**src/rtl/ext_pkg.sv**
```systemverilog
// Shared types for the operand extension stage.
// Defines the 3-bit extension mode encoding used by extension_core/extension_pipe.
package ext_pkg;

    localparam int MODE_W = 3;

    typedef enum logic [MODE_W-1:0] {
        EXT_ZERO = 3'b000,
        EXT_SIGN = 3'b001,
        EXT_LUI  = 3'b010,
        EXT_BR   = 3'b011,
        EXT_LB   = 3'b100,
        EXT_LBU  = 3'b101,
        EXT_LH   = 3'b110,
        EXT_LHU  = 3'b111
    } ext_mode_t;

    function automatic logic is_half(input ext_mode_t m);
        return (m == EXT_LH) || (m == EXT_LHU);
    endfunction

endpackage

```
**src/rtl/extension_core.sv**
```systemverilog
// Combinational immediate / sub-word load extension.
// Ports: mode, src, off in; data (extended result), misalign (odd half offset) out.
import ext_pkg::*;

module extension_core #(
    parameter int DATA_W = 32,
    parameter int IMM_W  = 16
) (
    input  logic [MODE_W-1:0] mode,
    input  logic [DATA_W-1:0] src,
    input  logic [1:0]        off,
    output logic [DATA_W-1:0] data,
    output logic              misalign
);

    localparam int PAD = DATA_W - IMM_W;

    ext_mode_t         m;
    logic [IMM_W-1:0]  imm;
    logic [DATA_W-1:0] imm_s;
    logic [7:0]        lbyte;
    logic [15:0]       lhalf;

    always_comb begin
        m     = ext_mode_t'(mode);
        imm   = src[IMM_W-1:0];
        imm_s = {{PAD{imm[IMM_W-1]}}, imm};
        lhalf = off[1] ? src[31:16] : src[15:0];
        lbyte = src[7:0];
        unique case (off)
            2'd0: lbyte = src[7:0];
            2'd1: lbyte = src[15:8];
            2'd2: lbyte = src[23:16];
            2'd3: lbyte = src[31:24];
        endcase
    end

    always_comb begin
        data     = '0;
        misalign = 1'b0;
        unique case (m)
            EXT_ZERO: data = {{PAD{1'b0}}, imm};
            EXT_SIGN: data = imm_s;
            EXT_LUI:  data = {imm, {PAD{1'b0}}};
            EXT_BR:   data = {imm_s[DATA_W-3:0], 2'b00};
            EXT_LB:   data = {{(DATA_W-8){lbyte[7]}}, lbyte};
            EXT_LBU:  data = {{(DATA_W-8){1'b0}}, lbyte};
            EXT_LH,
            EXT_LHU: begin
                // odd half address: flag it and emit zero
                if (off[0]) begin
                    misalign = 1'b1;
                end else if (m == EXT_LH) begin
                    data = {{(DATA_W-16){lhalf[15]}}, lhalf};
                end else begin
                    data = {{(DATA_W-16){1'b0}}, lhalf};
                end
            end
        endcase
    end

endmodule

```
**src/rtl/extension_pipe.sv**
```systemverilog
// Registered valid/ready extension stage with a one-entry skid buffer.
// Ports: clk, reset, flush; in_* (valid/ready/mode/src/off/tag); out_* (valid/ready/data/tag/misalign).
import ext_pkg::*;

module extension_pipe #(
    parameter int DATA_W = 32,
    parameter int IMM_W  = 16,
    parameter int TAG_W  = 5
) (
    input  logic              clk,
    input  logic              reset,
    input  logic              flush,
    input  logic              in_valid,
    output logic              in_ready,
    input  logic [2:0]        in_mode,
    input  logic [DATA_W-1:0] in_src,
    input  logic [1:0]        in_off,
    input  logic [TAG_W-1:0]  in_tag,
    output logic              out_valid,
    input  logic              out_ready,
    output logic [DATA_W-1:0] out_data,
    output logic [TAG_W-1:0]  out_tag,
    output logic              out_misalign
);

    logic [DATA_W-1:0] ext_data;
    logic              ext_mis;

    extension_core #(
        .DATA_W(DATA_W),
        .IMM_W (IMM_W)
    ) u_core (
        .mode    (in_mode),
        .src     (in_src),
        .off     (in_off),
        .data    (ext_data),
        .misalign(ext_mis)
    );

    logic              main_valid;
    logic [DATA_W-1:0] main_data;
    logic [TAG_W-1:0]  main_tag;
    logic              main_mis;
    logic              skid_full;
    logic [DATA_W-1:0] skid_data;
    logic [TAG_W-1:0]  skid_tag;
    logic              skid_mis;
    logic              accept;
    logic              advance;

    // ready depends only on held state, never on out_ready
    assign in_ready = !reset && !skid_full;
    assign accept   = in_valid && in_ready;
    assign advance  = !main_valid || out_ready;

    always_ff @(posedge clk) begin
        if (reset) begin
            main_valid <= 1'b0;
            main_data  <= '0;
            main_tag   <= '0;
            main_mis   <= 1'b0;
            skid_full  <= 1'b0;
            skid_data  <= '0;
            skid_tag   <= '0;
            skid_mis   <= 1'b0;
        end else if (flush) begin
            main_valid <= 1'b0;
            skid_full  <= 1'b0;
        end else if (advance) begin
            if (skid_full) begin
                main_valid <= 1'b1;
                main_data  <= skid_data;
                main_tag   <= skid_tag;
                main_mis   <= skid_mis;
                skid_full  <= 1'b0;
            end else if (accept) begin
                main_valid <= 1'b1;
                main_data  <= ext_data;
                main_tag   <= in_tag;
                main_mis   <= ext_mis;
            end else begin
                main_valid <= 1'b0;
            end
            // skid drained into main while a new entry arrives
            if (skid_full && accept) begin
                skid_full <= 1'b1;
                skid_data <= ext_data;
                skid_tag  <= in_tag;
                skid_mis  <= ext_mis;
            end
        end else if (accept) begin
            skid_full <= 1'b1;
            skid_data <= ext_data;
            skid_tag  <= in_tag;
            skid_mis  <= ext_mis;
        end
    end

    assign out_valid    = main_valid;
    assign out_data     = main_data;
    assign out_tag      = main_tag;
    assign out_misalign = main_mis;

endmodule
```
**config.mk**
```make
export PLATFORM = sky130hd
export DESIGN_NAME = extension_pipe
export DESIGN_NICKNAME = d
export VERILOG_FILES = /design/src/rtl/ext_pkg.sv /design/src/rtl/extension_core.sv /design/src/rtl/extension_pipe.sv
export SDC_FILE = /design/constraint.sdc
export NUM_CORES = 1
export LEC_CHECK = 0
export CAP_MARGIN = 5
export CELL_PAD_IN_SITES_DETAIL_PLACEMENT = 1
export CELL_PAD_IN_SITES_GLOBAL_PLACEMENT = 2
export CORE_UTILIZATION = 29
export DETAILED_ROUTE_END_ITERATION = 10
export PLACE_DENSITY_LB_ADDON = 0.1
export SLEW_MARGIN = 20
export SYNTH_ARGS = -nofsm -noshare
export SYNTH_HDL_FRONTEND = slang
export SYNTH_SLANG_ARGS = --single-unit
```
**constraint.sdc**
```tcl
create_clock -name clk -period 2.31 [get_ports clk]
set_input_delay 0.231 -clock clk [delete_from_list [all_inputs] [get_ports clk]]
set_output_delay 0.231 -clock clk [all_outputs]
set_load 0.02 [all_outputs]
```
==> flow_summary_export.csv <==
group,metric,value,unit
setup_path,slowest_stage,"clkdlybuf4s50_1",
layout,syn2layout_area_growth,37.70,%
layout,final_cell_area,5343,um^2
yosys,syn_area_per_cell,8.308,um^2
setup_path,critPathBufInv,2,
placement,postPlaceCellArea,5066,um^2
cts,cts-buffers-inserted,9,
setup_path,r2r_cells,5,
floorplanning,rows,41,
setup_path,cp-start-kind,"flop",
pwr,p_per_area,616.5,nW/um^2
setup_path,crit_chain,"buf_4, nor2_1, clkdlybuf4s50_1",
route,drt-wirelength-per-cell,19.36,um
cts,cts_buffer_depth,2,
route,routed_wl,14190,um
route,vias_per_cell,5.271,
timing,grt_setup_unrepaired,"no",
placement,gp_congestion,0.8043,
setup_path,required,2.08,ns
cts,holdBufCountCts,0,
grt,overflow,0,
layout,num_antenna_cells,0,
layout,post_layout_nonfiller_instances,733,
placement,place_inst,717,
pwr,internal_power,2389,uW
yosys,synth_top_flop_cell,"dfxtp_1",
pwr,swShare,0.2747,
placement,dp_hpwl,10090,um
setup_path,crit_family,"buffers and inverters",
setup_path,r2r_start,"out_valid",
grt,grt_start_max_net_pins,40,
hold_path,min_from,"reset",
timing,hold_slack,0.3178,ns
layout,drive_above_1_share,0.1373,
layout,layout.nets,603,
floorplanning,start_util,0.3025,
route,drcViolationCount,0,
pwr,p_leak,0.001869,uW
timing,slew_violations,0,
yosys,synthesis.area,3880,um^2
cts,worst_skew_pair.late_latency,0.34,ns
timing,fin_setup_tns,0,ns
pwr,pwr-share-seq,0.425,
route,dr.pass1.iters,4,
route,dr_total_vias,3864,
floorplanning,die_h,117.7,um
pwr,clockPowerShare,0.409,
cts,cts_resized,0,
cts,post_cts_buffers,0,
setup_path,crit_start,"skid_full",
timing,final_hold_viol_count,0,
floorplanning,core_area,12820,um^2
setup_path,critPathKind,"flop to primary output",
timing,setup_viol,0,
yosys,synth_edf_count,0,
timing,relSlewSlack,0.6767,
timing,period_share,0.8628,
hold_path,min_path_type,"input pin to flop",
pwr,peakVddDrop,0.0003096,V
hold_path,holdPathStages,3,
yosys,seq_area_frac_synth,0.4025,
cts,cts_num_sinks,78,
layout,final_common_cell,"clkdlybuf4s50_1",
grt,grt_pass1_wl,22580,um
yosys,async_reset_ff_frac,0,
route,drtIter0Drc,201,
setup_path,max_stage_delay,0.65,ns
pwr,power.total,3294,uW
placement,io_buffers,86,
cts,htreeDepth,3,
timing,finClkSkew,0.006636,ns
cts,root_buffer,"clkbuf_16",
job,drv_cap,0,
pwr,combinationalPowerShare,0.166,
yosys,yosys_warnings,0,
timing,fin_crit,1.993,ns
floorplanning,dieArea,13850,um^2
grt,grt_pass1_vias,4036,
cts,clk_pin_slew_worst_paths,0.06,ns
layout,final_cell_mix,"clkdlybuf4s50_1 (85), nand2_1 (79), dfxtp_1 (78)",
setup_path,cp_max_fo,21,
yosys,yosysUniqueCellTypes,51,
floorplanning,die_x,117.7,um
yosys,syn_nets,514,
grt,track_usage,0.2087,
yosys,ys_ff_latch,78,
setup_path,crit_cells,3,
grt,antenna_found_initial,0,
route,ant_nets,0,
floorplanning,io_pins,87,
pwr,switching_power,904.7,uW
outcome,outcome,"finished, final reports clean",
cts,cts_tree,"built",
timing,fmax,0.5018,GHz
setup_path,cp-end-kind,"primary output",
setup_path,worstPathArrival,1.76,ns
yosys,synth_cells,467,
timing,worst_pin_slew,0.4847,ns
-- cell usage after synthesis (2+ instances only) --
cell / n / area share
nand2_1: 79 / 0.076
dfxtp_1: 78 / 0.40
o21ai_0: 45 / 0.058
a21oi_1: 43 / 0.055
nor2_1: 30 / 0.029
clkbuf_1: 25 / 0.024
mux2i_1: 19 / 0.049
o211ai_1: 14 / 0.027
nor3_1: 11 / 0.014
a221oi_2: 10 / 0.039
buf_2: 10 / 0.013
a22oi_1: 8 / 0.015
mux2_2: 8 / 0.023
a221oi_1: 7 / 0.016
a31oi_1: 7 / 0.011
o221ai_1: 7 / 0.016
a211oi_1: 6 / 0.012
a221o_1: 6 / 0.015
o22ai_1: 6 / 0.0097
nand2b_1: 5 / 0.0081
buf_1: 4 / 0.0039
inv_1: 4 / 0.0039
nor2b_1: 3 / 0.0048
nand3_1: 2 / 0.0026
nand4_1: 2 / 0.0032
or2_2: 2 / 0.0032
or3_1: 2 / 0.0032
-- final cells by class --
| class | instances | area, um^2 |
|---|---|---|
| fillers | 1506 | 7482 |
| multi-input cells | 342 | 2110 |
| flip-flops and latches | 78 | 1562 |
| repair buffers | 120 | 1161 |
| clock buffers | 11 | 242.7 |
| well taps | 172 | 215.2 |
| clock inverters | 5 | 33.78 |
| inverters | 5 | 18.77 |
-- cells by family after synthesis --
logic type,share of synthesized area
buffers and inverters,0.05579
AND/OR/NAND/NOR,0.1635
multiplexers,0.07224
flip-flops,0.4025
XOR/XNOR,0.002258
AO/OA/AOI/OAI,0.3038
-- power groups by stage --
stage	sequential, uW	clock, uW	combinational (uW)
after floorplan	1460	0	235
after global placement	1430	0	543
after detailed placement	1430	0	547
after CTS	1400	1380	550
after global routing	1400	1450	585
final	1400	1350	547
-- worst paths after layout --
kind,endpoint,slack [ns]
setup / recovery,in_ready,0.32
hold / removal,out_valid,0.32
setup reg to reg,out_data[31],0.45
hold reg to reg,out_data[5],0.45
-- state kept, by name, summed over array words and instances, names as in the netlist --
| register | cells |
|---|---|
| skid_tag | 5 |
| out_data | 32 |
| out_valid | 1 |
| skid_mis | 1 |
| skid_full | 1 |
| skid_data | 32 |
| out_tag | 5 |
| out_misalign | 1 |
-- tightest hold or removal path, cell delays in order --
cell,delay [ns]
buf_2,0.16
nor2_1,0.09
a21boi_0,0.13
-- routing by layer --
metal	wire length [um]	part of all wire	track usage
met5	0	0	0
met4	204	0.014	0.07292
met3	465	0.033	0.03052
met2	6520	0.46	0.3338
met1	7005	0.49	0.2846
-- stage by stage --
stage                       util  worst slack (ns)
after floorplan                -            0.6019
final                     0.4166            0.3170
after global placement    0.3950            0.1494
after detailed placement  0.3950            0.1081
after global routing      0.4166            0.2454
after CTS                 0.4166            0.3332
No activity file was read; power rests on OpenSTA's default activity.
